## src/rtl/spi_slave_fsm.sv

```systemverilog
// SPI slave front end: deserialises 10-bit MOSI frames for the RAM
// and serialises 8-bit read data back on MISO.
module spi_slave_fsm (
  input  logic       clk,
  input  logic       rst_n,
  input  logic       SS_n,
  input  logic       MOSI,
  output logic       MISO,
  output logic [9:0] rx_data,
  output logic       rx_valid,
  input  logic [7:0] tx_data,
  input  logic       tx_valid
);

  localparam logic [2:0] IDLE      = 3'd0;
  localparam logic [2:0] CHK_CMD   = 3'd1;
  localparam logic [2:0] WRITE     = 3'd2;
  localparam logic [2:0] READ_ADD  = 3'd3;
  localparam logic [2:0] READ_DATA = 3'd4;

  localparam logic [3:0] FRAME_BITS = 4'd10;
  localparam logic [3:0] TX_BITS    = 4'd8;

  logic [2:0] state_q, state_d;
  logic       rd_addr_received_q, rd_addr_received_d;
  logic [3:0] bit_cnt_q, bit_cnt_d;
  logic [9:0] rx_shift_q, rx_shift_d;
  logic [7:0] tx_shift_q, tx_shift_d;
  logic [3:0] tx_cnt_q, tx_cnt_d;
  logic       tx_busy_q, tx_busy_d;
  logic       tx_done_q, tx_done_d;
  logic       miso_q, miso_d;
  logic [9:0] rx_data_q, rx_data_d;
  logic       rx_valid_q, rx_valid_d;

  logic frame_full;
  logic last_bit;

  assign frame_full = (bit_cnt_q == FRAME_BITS);
  assign last_bit   = (bit_cnt_q == FRAME_BITS - 4'd1);

  always_comb begin
    state_d            = state_q;
    rd_addr_received_d = rd_addr_received_q;
    bit_cnt_d          = bit_cnt_q;
    rx_shift_d         = rx_shift_q;
    tx_shift_d         = tx_shift_q;
    tx_cnt_d           = tx_cnt_q;
    tx_busy_d          = tx_busy_q;
    tx_done_d          = tx_done_q;
    miso_d             = miso_q;
    rx_data_d          = rx_data_q;
    rx_valid_d         = 1'b0;

    if (state_q != IDLE && SS_n) begin
      state_d   = IDLE;
      miso_d    = 1'b0;
      bit_cnt_d = '0;
      tx_cnt_d  = '0;
      tx_busy_d = 1'b0;
      tx_done_d = 1'b0;
    end else begin
      unique case (state_q)
        IDLE: begin
          miso_d = 1'b0;
          if (!SS_n) begin
            state_d   = CHK_CMD;
            bit_cnt_d = '0;
            tx_cnt_d  = '0;
          end
        end
        CHK_CMD: begin
          rx_shift_d = {rx_shift_q[8:0], MOSI};
          bit_cnt_d  = 4'd1;
          if (!MOSI)
            state_d = WRITE;
          else if (rd_addr_received_q)
            state_d = READ_DATA;
          else
            state_d = READ_ADD;
        end
        WRITE, READ_ADD, READ_DATA: begin
          if (!frame_full) begin
            rx_shift_d = {rx_shift_q[8:0], MOSI};
            bit_cnt_d  = bit_cnt_q + 4'd1;
            if (last_bit) begin
              rx_data_d  = {rx_shift_q[8:0], MOSI};
              rx_valid_d = 1'b1;
              if (state_q == READ_ADD)
                rd_addr_received_d = 1'b1;
              if (state_q == READ_DATA)
                rd_addr_received_d = 1'b0;
            end
          end
          // Response phase only opens once the frame has been handed over
          if (state_q == READ_DATA && frame_full) begin
            if (tx_busy_q) begin
              if (tx_cnt_q == TX_BITS) begin
                miso_d    = 1'b0;
                tx_busy_d = 1'b0;
                tx_done_d = 1'b1;
              end else begin
                miso_d     = tx_shift_q[7];
                tx_shift_d = {tx_shift_q[6:0], 1'b0};
                tx_cnt_d   = tx_cnt_q + 4'd1;
              end
            end else if (tx_valid && !tx_done_q) begin
              miso_d     = tx_data[7];
              tx_shift_d = {tx_data[6:0], 1'b0};
              tx_busy_d  = 1'b1;
              tx_cnt_d   = 4'd1;
            end
          end
        end
        default: begin
          state_d = IDLE;
          miso_d  = 1'b0;
        end
      endcase
    end
  end

  always_ff @(posedge clk or negedge rst_n) begin
    if (!rst_n) begin
      state_q            <= IDLE;
      rd_addr_received_q <= 1'b0;
      bit_cnt_q          <= '0;
      rx_shift_q         <= '0;
      tx_shift_q         <= '0;
      tx_cnt_q           <= '0;
      tx_busy_q          <= 1'b0;
      tx_done_q          <= 1'b0;
      miso_q             <= 1'b0;
      rx_data_q          <= '0;
      rx_valid_q         <= 1'b0;
    end else begin
      state_q            <= state_d;
      rd_addr_received_q <= rd_addr_received_d;
      bit_cnt_q          <= bit_cnt_d;
      rx_shift_q         <= rx_shift_d;
      tx_shift_q         <= tx_shift_d;
      tx_cnt_q           <= tx_cnt_d;
      tx_busy_q          <= tx_busy_d;
      tx_done_q          <= tx_done_d;
      miso_q             <= miso_d;
      rx_data_q          <= rx_data_d;
      rx_valid_q         <= rx_valid_d;
    end
  end

  assign MISO     = miso_q;
  assign rx_data  = rx_data_q;
  assign rx_valid = rx_valid_q;

endmodule

```

## config.mk

```make
export PLATFORM = sky130hd
export DESIGN_NAME = spi_slave_fsm
export DESIGN_NICKNAME = d
export VERILOG_FILES = /design/src/rtl/spi_slave_fsm.sv
export SDC_FILE = /design/constraint.sdc
export NUM_CORES = 1
export LEC_CHECK = 0
export ABC_CLOCK_PERIOD_IN_PS = 2300
export BUFFER_PORTS_ARGS = -buffer_cell sky130_fd_sc_hd__buf_2
export CORE_MARGIN = 5
export CORE_UTILIZATION = 30
export CTS_BUF_LIST = sky130_fd_sc_hd__clkbuf_2 sky130_fd_sc_hd__clkbuf_4 sky130_fd_sc_hd__clkbuf_8
export DETAILED_ROUTE_END_ITERATION = 10
export PLACE_DENSITY = 0.54
export SYNTH_ARGS = -nofsm -noshare
export SYNTH_HDL_FRONTEND = slang
export SYNTH_SLANG_ARGS = --single-unit
```

## constraint.sdc

```tcl
create_clock -name clk -period 2.3 [get_ports clk]
set_input_delay 0.115 -clock clk [delete_from_list [all_inputs] [get_ports clk]]
set_output_delay 0.115 -clock clk [all_outputs]
set_load 0.1 [all_outputs]
```

After elaboration in Yosys (flattened, before gate mapping) --
Index checks and enable logic that the tools add are counted.
Word-level totals: register bits 43, input bits 13, output and inout port bits 12, word-level logic and storage cells 100
Operators by class: add/subtract/negate cells 2, equality and inequality tests 16, mux-type cells 43, bitwise gates (word level) 2, reductions and logical operators 26
Operators with widths (count):
- two-way mux 4 bit | 8
- two-way mux 8 bit | 3
- two-way mux 1 bit | 22
- case mux 9 bit (2 select lines) | 1
- AND reduction 5 bit | 3
- nonzero test 2 bit | 7
- equality test 4 bit, second input constant | 3
- two-way mux 3 bit | 4
- case mux 4 bit (3 select lines) | 1
- two-way mux 9 bit | 1
- != test 3 bit, second input constant | 3
- case mux 3 bit (3 select lines) | 1
- AND reduction 3 bit | 3
- adder 4 x 1 -> 4 bit, second input constant | 2
- != test 2 bit, second input constant | 4
- != test 4 bit, second input constant | 2
- case mux 4 bit (2 select lines) | 1
- AND reduction 4 bit | 2
- equality test 3 x 2 -> 1 bit, second input constant | 2
- nonzero test 3 bit | 2
- AND reduction 2 bit | 2
- nonzero test 4 bit | 1
- equality test 3 x 1 -> 1 bit, second input constant | 1
- equality test 3 bit, second input constant | 1
- 6 further kinds | 9

Longest topological paths before layout --
Gate-level depths: netlist (run 1).
depth after elaboration 7, mapped depth 7, depth with buffers taken out 6

Least setup slack after synthesis (run 1) --
Ideal clock, no wire load.
path type reg2reg, from reg bit_cnt_q[0], to reg rx_shift_q[0], library setup time 0.125 ns, data arrival time 1.833 ns, slack 0.342 ns, stages on the path, launching flop included 8, buffers on the path 1, period minus slack after synthesis 1.958 ns, cells stage by stage dfrtp_1 inv_1 ha_1 and3b_1 o21ai_0 o311a_1 buf_2 mux2_2
Between the ends: cells in the longest elaborated chain, start to end 3
RTL lines:
- start, declared | line 26 | logic [3:0] bit_cnt_q, bit_cnt_d;
- start signal, assigned | line 139 | bit_cnt_q <= bit_cnt_d;
- equality test 4 bit | line 39 | assign frame_full = (bit_cnt_q == FRAME_BITS);
- != test 2 bit (no source line)
- AND reduction 3 bit (no source line)
- end signal, assigned | line 140 | rx_shift_q <= rx_shift_d;
- end, declared | line 27 | logic [9:0] rx_shift_q, rx_shift_d;
Every way passes these cells. A chain may end at the register's enable or synchronous reset.

Worst setup path after layout (run 1) --
Ends and elaborated chain as after synthesis.

==> results of run 1 <==
[per-layer routing]
| layer | vias up | share of wire, % |
|---|---|---|
| li1 | 715 | - |
| met1 | 726 | 50 |
| met2 | 36 | 44 |
| met3 | 6 | 5.0 |
| met4 | 0 | 1.4 |
| met5 | - | 0 |
[through the flow]
step / cell area, um^2 / hold slack, ns / total power [uW] / setup slack, ns
CTS: 2510 / 0.00113 / 1760 / 0.169
detailed placement: 2390 / 0.329 / 1150 / 0.190
finish: 2510 / -0.0444 / 1730 / 0.140
global route: 2510 / 0.0347 / 1840 / 0.0335
floorplan: 2130 / -0.181 / 1060 / 0.342
global placement: 2390 / 0.322 / 1150 / 0.178
[final cells by class]
class | count | share of cell area [%]
multi-input cells | 118 | 39.7
clock buffers | 5 | 2.74
well taps | 96 | 4.79
inverters | 9 | 1.35
flip-flops and latches | 42 | 41.9
repair buffers | 34 | 7.78
clock inverters | 3 | 1.75
[state kept, by name, summed over array words and instances (netlist names)]
signal              flops
rx_data                10
rx_shift_q              9
tx_shift_q              7
bit_cnt_q               4
tx_cnt_q                4
state_q                 3
MISO                    1
rd_addr_received_q      1
rx_valid                1
tx_busy_q               1
tx_done_q               1
[synth_stat cells, types with 2 or more instances]
library cell / count
nand3_1: 2
o211ai_1: 4
a211o_1: 2
dfrtp_1: 42
nor3_1: 7
mux2_1: 6
and2_1: 3
nand3b_1: 3
inv_1: 9
mux2_2: 26
clkbuf_1: 7
mux2i_1: 2
nor2b_1: 3
and3_1: 2
a21oi_1: 4
a22o_1: 3
nand2_1: 4
a311o_1: 2
o211a_1: 2
o21ai_0: 6
nand2b_1: 6
ha_1: 5
nor2_1: 5
[worst reg2reg max path: stages, from the launching register on]
cell,delay [ns]
dfrtp_1,0.43
inv_1,0.10
ha_1,0.23
and3b_1,0.24
o21ai_0,0.32
o311a_1,0.23
buf_4,0.17
mux2_2,0.34
[cells by family (layout without fill, tap and decap cells)]
| group | after synthesis | count (layout) | share of synthesized area, % |
|---|---|---|---|
| flip-flops | 42 | 42 | 49.4 |
| adder cells (fa/ha/maj) | 5 | 5 | 2.94 |
| multiplexers | 34 | 34 | 17.9 |
| AO/OA/AOI/OAI | 35 | 35 | 12.9 |
| XOR/XNOR | 1 | 1 | 0.411 |
| buffers and inverters | 19 | 51 | 3.94 |
| AND/OR/NAND/NOR | 43 | 43 | 12.6 |
[worst min path at each step]
stage                     startpoint       endpoint
final                          rst_n    tx_cnt_q[2]
after global placement         rst_n    tx_cnt_q[2]
after global routing           rst_n    tx_cnt_q[2]
after CTS                      rst_n  tx_shift_q[6]
after floorplan                rst_n           MISO
after detailed placement       rst_n    tx_cnt_q[2]
[report_power, final]
| group | leakage (uW) | total (uW) | switching (uW) | internal [uW] |
|---|---|---|---|---|
| clock | 0.0000585 | 599 | 274 | 326 |
| sequential | 0.000555 | 897 | 64.2 | 833 |
| combinational | 0.000563 | 234 | 111 | 123 |
==> impl_metrics.ini, run 1 <==
[placement]
gp_congestion = 0.763
io_buffers = 24
dp_cells = 299
hpwl_mm = 2.95

[layout]
stdcell_count = 307
final_cell_mix = dfrtp_1 (42), mux2_2 (26), buf_2 (24)
final_common_cell = dfrtp_1
seq_area_um2 = 1050
drive_gt1_share_pct = 34.1
nets = 228
fin_util_pct = 36.5
area_growth_pct = 17.7
fillCellCount = 689
multi_input_area_um2 = 995
n_antenna_cell = 0

[synthesis]
synth_edf_count = 0
synth_top_area_share_pct = 49.4
syn_nets = 197
ys_ff_latch = 42
synth_cell_type_count = 47
synth.area.top_cells = dfrtp_1 (49%), mux2_2 (14%), mux2_1 (3.2%)
ys.warnings.count = 0
synth_area_leader_cell = dfrtp_1
synth-async-reset-ratio_pct = 100
synthCells = 179
syn_avg_cell_area_um2 = 11.9
synth-seq-area-share_pct = 49.4
ys.flop_type = dfrtp_1
syn_area_um2 = 2130

[power_and_ir_drop]
peakVddDrop_mv = 0.314
power.density_nw_per_um2 = 690
power.leakage_uw = 0.00118

[drt]
firstDrtPassIters = 4
routed_wl_mm = 4.22
via_per_inst = 4.83
vias = 1483
ant_nets = 0
detail_route.wl_per_cell_um = 13.7
drt_first_iter_violations = 49
drc = 0

[grt]
track_usage_pct = 10.6
use_met1_pct = 14.9
top_usage_layer = met2
grt_max_degree = 43
first_global_vias = 1484
gr-usage-met3_pct = 3.13
grt_pass1_wl_mm = 7.40
grtUsageMet2_pct = 15.4
antenna_found_initial = 0
gr-total-overflow = 0

[clocking]
cts_made_buffers = 5
post_cts_resized = 0
postCtsSetupBuffers = 0
clockBufferDepth = 2
ctsHoldBuffers = 0
h-tree-depth = 2
cts_root_buf = clkbuf_8
clock_latency_ns = 0.29
clock-sinks = 42
clk_pin_slew_ns = 0.08
tritoncts = done

[setup_path]
rr_worst_depth = 7
cp_slowest_cell = dfrtp_1
cp.arrival_ns = 2.34
path_depth = 7
worstSetupEndpointType = flip-flop
crit_family = compound AO/OA/AOI/OAI gates
crit_chain = inv_1, ha_1, and3b_1, o21ai_0, o311a_1, buf_4, mux2_2
max_stage_delay_ns = 0.43
timing.rr.end = rx_shift_q[0]
path_buf_inv = 2
start_kind = flip-flop
critPathLaunch = bit_cnt_q[0]
worstPathRequired_ns = 2.48
crit_path_end = rx_shift_q[0]
rrSetupSlack_ns = 0.14
reg2reg_from = bit_cnt_q[0]
worstPathMaxFanout = 9
path_class = flip-flop to flip-flop

[floorplan]
dieArea_um2 = 8880
start_util_pct = 31.0
die_height_um = 94.3
fp-row-count = 30
die_w_um = 94.3
io_pins = 25
core_um2 = 6870

[timing]
setup_viol = 0
max-slew-margin-rel_pct = 36.5
rsz0062_at_grt = false
whs_ns = -0.0444
period_share_pct = 93.9
setup_tns_ns = 0
max_freq_ghz = 0.463
min_period_ns = 2.16
slew_violations = 0
hold_viol = 42
finClkSkew_ns = 0.00297
worstMarginPinSlew_ns = 0.953

[outcome]
status = finished, violations left
violations = hold timing

[run]
cap_violations = 0

[hold_path]
hold_class = input pin to asynchronous set/reset pin
Power figures use the tool's default switching activity.
==> run 2: changes to the inputs <==
--- a/config.mk
+++ b/config.mk
@@ -5,13 +5,15 @@
 export SDC_FILE = /design/constraint.sdc
 export NUM_CORES = 1
 export LEC_CHECK = 0
+export ABC_AREA = 1
 export ABC_CLOCK_PERIOD_IN_PS = 2300
 export BUFFER_PORTS_ARGS = -buffer_cell sky130_fd_sc_hd__buf_2
 export CORE_MARGIN = 5
 export CORE_UTILIZATION = 30
 export CTS_BUF_LIST = sky130_fd_sc_hd__clkbuf_2 sky130_fd_sc_hd__clkbuf_4 sky130_fd_sc_hd__clkbuf_8
 export DETAILED_ROUTE_END_ITERATION = 10
-export PLACE_DENSITY = 0.54
+export GPL_ROUTABILITY_DRIVEN = 0
+export PLACE_DENSITY = 0.53
 export SYNTH_ARGS = -nofsm -noshare
 export SYNTH_HDL_FRONTEND = slang
 export SYNTH_SLANG_ARGS = --single-unit
==> impl_metrics.ini, run 2 <==
[layout]
nets = 296
final_cell_mix = nand2_1 (61), dfrtp_1 (42), inv_1 (33)
final_common_cell = nand2_1
fillCellCount = 791
area_growth_pct = 14.4
n_antenna_cell = 0
largest_reg_flops = 10
drive_gt1_share_pct = 26.9

[synthesis]
syn_nets = 270
synth_top_area_share_pct = 46.6
synth.area.top_cells = dfrtp_1 (47%), nand2_1 (10%), o21ai_2 (6.6%)
ys.warnings.count = 0
synth_area_leader_cell = dfrtp_1
ys_ff_latch = 42
syn_avg_cell_area_um2 = 8.95
synthCells = 252
synth-seq-area-share_pct = 46.6
syn_area_um2 = 2250
synth-async-reset-ratio_pct = 100
ys.flop_type = dfrtp_1
synth_common_cells = nand2_1 (61), dfrtp_1 (42), inv_1 (33)
synth_cell_type_count = 34
synth.most_common_cell = nand2_1
synth_edf_count = 0

[power_and_ir_drop]
p_clk_share_pct = 34.5
power.leakage_uw = 0.00128
switching_share_pct = 30.8
peakVddDrop_mv = 0.292
seqPwrFrac_pct = 44.1
power.internal_uw = 1400
power.density_nw_per_um2 = 785
switchingPower_uw = 623
p_comb_share_pct = 21.4

[floorplan]
die_height_um = 96.7
core_um2 = 7290
start_util_pct = 30.9
fp-row-count = 31
io_pins = 25
die_w_um = 96.7
dieArea_um2 = 9350

[timing]
max_freq_ghz = 0.624
slew_violations = 0
period_share_pct = 69.7
rsz0062_at_grt = false
hold_viol = 0
worstMarginPinSlew_ns = 0.937
setup_viol = 0
setup_tns_ns = 0
min_period_ns = 1.60
whs_ns = 0.0643
finClkSkew_ns = 0.0126
max-slew-margin-rel_pct = 37.5

[run]
cap_violations = 0

[grt]
gr-total-overflow = 0
antenna_found_initial = 0
grt_max_degree = 43
track_usage_pct = 9.09
grt_pass1_wl_mm = 7.29
first_global_vias = 1658

[drt]
via_per_inst = 4.31
ant_nets = 0
routed_wl_mm = 4.08
detail_route.wl_per_cell_um = 10.8
drt_first_iter_violations = 60
drc = 0
firstDrtPassIters = 4
vias = 1629

[clocking]
clockBufferDepth = 2
cts_made_buffers = 5
h-tree-depth = 2
clock_latency_ns = 0.29
cts_root_buf = clkbuf_8
clock-sinks = 42
clk_pin_slew_ns = 0.08
tritoncts = done

[setup_path]
start_kind = flip-flop
worstPathMaxFanout = 14
path_class = flip-flop to flip-flop
worstSetupEndpointType = flip-flop
cp.arrival_ns = 1.82
worstPathRequired_ns = 2.52

[placement]
io_buffers = 24
hpwl_mm = 3.03

[hold_path]
hold_class = input pin to flip-flop

[outcome]
status = complete, no violations
run 2: path summary, 6_finish.rpt:
path	endpoint	slack [ns]	startpoint	cells after the start
hold / removal	tx_shift_q[1]	0.06	tx_data[0]	3
setup reg to reg	tx_shift_q[6]	0.70	bit_cnt_q[0]	8
max in group asynchronous	bit_cnt_q[1]	1.21	rst_n	2
hold reg to reg	rx_data[9]	0.48	rx_data[9]	2
setup / recovery	tx_shift_q[6]	0.70	bit_cnt_q[0]	8
min in group asynchronous	rx_shift_q[3]	0.49	rst_n	2
run 2: power by group through the flow:
stage               clock network [uW]  logic [uW]  registers [uW]
finish                             698         433             894
global route                       752         501             909
CTS                                724         443             894
detailed placement                   0         440             908
global placement                     0         437             907
floorplan                            0         353             911
run 2: logic make-up after synthesis:
kind of cell | count (synthesis) | synth area share (%)
adders and majority gates | 5 | 2.77
buffers and inverters | 43 | 9.32
DFF | 42 | 46.6
AOI/OAI and AO/OA | 51 | 15.3
and+or+nand+nor | 109 | 25.2
xor gates and xnor gates | 2 | 0.777
run 2: through the flow:
stage	power [uW]	std cells	util (%)	cell area, um^2	setup slack [ns]
finish	2020	378	35.4	2580	0.697
global route	2160	378	35.4	2580	0.519
CTS	2060	378	35.4	2580	0.686
detailed placement	1350	369	33.4	2430	0.713
global placement	1340	369	33.4	2430	0.741
floorplan	1260	252	-	2250	0.827
run 2: routing by layer:
| metal | share of wire, % | global-route usage (%) |
|---|---|---|
| met5 | 0 | 0 |
| met4 | 0.71 | 1.94 |
| met3 | 3.8 | 2.59 |
| met2 | 47 | 15.9 |
| met1 | 48 | 11.1 |
run 2: worst max-delay path: stages, from the launching register on:
cell and delay (ns):
dfrtp_1 0.43, inv_1 0.11, ha_1 0.17, nand3_1 0.14
nor2_4 0.18, nand2_4 0.10, nor2_8 0.24, nor2_1 0.06
a21oi_1 0.11
run 2: repair_timing:
action | 4_1_cts | 5_1_grt
hold buffers | 1 | 0
gates resized for setup | 0 | 0
endpoints found under the hold margin | 14 | 0
setup buffers | 0 | 0
run 2: cell type report:
class,count,area [um^2],share of cell area [%]
sequential,42,1050,40.7
multi-input combinational,167,993,38.5
tap,99,124,4.80
timing repair buffer,25,130,5.04
clock buffer,5,68.8,2.67
clock inverter,3,68.8,2.67
inverter,37,144,5.58
==> run 3: changes to the inputs <==
--- a/config.mk
+++ b/config.mk
@@ -6,7 +6,7 @@
 export NUM_CORES = 1
 export LEC_CHECK = 0
 export ABC_AREA = 1
-export ABC_CLOCK_PERIOD_IN_PS = 2300
+export ABC_CLOCK_PERIOD_IN_PS = 1600
 export BUFFER_PORTS_ARGS = -buffer_cell sky130_fd_sc_hd__buf_2
 export CORE_MARGIN = 5
 export CORE_UTILIZATION = 30
==> constraint.sdc (replaced) <==
create_clock -name clk -period 1.6 [get_ports clk]
set_input_delay 0.08 -clock clk [delete_from_list [all_inputs] [get_ports clk]]
set_output_delay 0.08 -clock clk [all_outputs]
set_load 0.1 [all_outputs]
==> impl_metrics.ini, run 3 (synthesized netlist as in run 2, its figures left out) <==
[layout]
fin_area_um2 = 2630
area_growth_pct = 16.6
stdcell_count = 384
nets = 302
final_cell_mix = nand2_1 (60), dfrtp_1 (40), inv_1 (33)
n_antenna_cell = 0
drive_gt1_share_pct = 30.5
largest_reg_flops = 10
final_common_cell = nand2_1

[grt]
grt_max_degree = 43
top_usage_layer = met2
first_global_vias = 1586
track_usage_pct = 9.37
antenna_found_initial = 0
use_met1_pct = 11.3
gr-usage-met3_pct = 3.17
grtUsageMet2_pct = 15.9
grt_pass1_wl_mm = 7.27
gr-total-overflow = 0

[outcome]
status = complete, no violations

[clocking]
h-tree-depth = 2
postCtsSetupBuffers = 0
clk_pin_slew_ns = 0.08
tritoncts = done
cts_root_buf = clkbuf_8
clockBufferDepth = 2
cts_made_buffers = 5
clock-sinks = 42
clock_latency_ns = 0.29

[placement]
io_buffers = 24
dpl-instance-area_um2 = 2470
dp_cells = 374
hpwl_mm = 3.02

[drt]
routed_wl_mm = 4.32
detail_route.wl_per_cell_um = 11.3
firstDrtPassIters = 4
vias = 1646
via_per_inst = 4.29
drt_first_iter_violations = 49
drc = 0
ant_nets = 0

[setup_path]
worstPathRequired_ns = 1.79
crit_path_end = rx_shift_q[2]
start_kind = flip-flop
timing.rr.end = rx_shift_q[2]
worstSetupEndpointType = flip-flop
reg2reg_from = state_q[1]
rr_worst_depth = 8
cp.arrival_ns = 1.67
critPathLaunch = state_q[1]
worstPathMaxFanout = 18
path_class = flip-flop to flip-flop
rrSetupSlack_ns = 0.12

[timing]
min_period_ns = 1.48
slew_violations = 0
whs_ns = 0.0235
worstMarginPinSlew_ns = 0.535
period_share_pct = 92.5
setup_viol = 0
finClkSkew_ns = 0.00512
setup_tns_ns = 0
rsz0062_at_grt = true
max_freq_ghz = 0.676
max-slew-margin-rel_pct = 64.3
hold_viol = 0

[floorplan]
fp-row-count = 31
dieArea_um2 = 9350
io_pins = 25
die_height_um = 96.7
die_w_um = 96.7
core_um2 = 7290
start_util_pct = 30.9

[hold_path]
hold_class = input pin to flip-flop

[power_and_ir_drop]
peakVddDrop_mv = 0.383
power.density_nw_per_um2 = 1020
power.leakage_uw = 0.00128

[run]
cap_violations = 0
## run 3: changes by cell type in the layout (fill, tap and decap cells not counted), moves of 2 or more
cell | before | now
bufinv_16 | 2 | 0
dfrtp_1 | 42 | 40
dfrtp_2 | 0 | 2
buf_4 | 0 | 5
## run 3: layout make-up
cell class                      instances  area (um^2)
Clock buffer                            6         82.6
Inverter                               37          144
Fill cell                             793         4660
Timing Repair Buffer                   30          168
Clock inverter                          2         12.5
Tap cell                               99          124
Multi-Input combinational cell        168         1050
Sequential cell                        42         1050
## run 3: per-stage QoR
step                      power (uW)  util (%)  worst slack, ns
after floorplan                 1820         -            0.127
after detailed placement        1980      33.9           0.0694
after global routing            2870      36.1          -0.0131
after global placement          1970      33.9           0.0875
final                           2690      36.1            0.120
after CTS                       2710      35.3           0.0478
## run 3: routing by layer
| layer | vias up | part of all wire, % |
|---|---|---|
| met5 | - | 0 |
| met4 | 0 | 1.2 |
| met3 | 5 | 4.3 |
| met2 | 25 | 45 |
| met1 | 751 | 49 |
| li1 | 865 | - |
## run 3: timing repair
action,4_1_cts,5_1_grt
hold buffers,1,0
endpoints found under the setup margin,0,16
gates resized for setup,0,10
hold endpoints to repair,42,0
## run 3: worst max-delay path, cell delays in order (launching register included)
cell     delay, ns
dfrtp_2       0.46
nor2_4        0.15
nand2_2       0.11
nand2_4       0.16
nand2_8       0.08
nand2_4       0.08
nand2_4       0.15
nand2_1       0.13
o21ai_2       0.05
## run 3: worst min-delay path by stage
stage          cells after the start       start  slack (ns)            end
3_3_place_gp                       2       rst_n        0.19     rx_data[3]
6_report                           2        SS_n        0.02     state_q[1]
2_1_floorplan                      0       rst_n       -0.22           MISO
4_1_cts                            3  tx_data[0]        0.02  tx_shift_q[1]
5_1_grt                            2        SS_n        0.02     state_q[0]
3_5_place_dp                       2       rst_n        0.19     rx_data[3]
## run 3: where the power goes
part | internal, uW | switching, uW
logic | 234 | 465
clock network | 347 | 377
registers | 1190 | 76.8
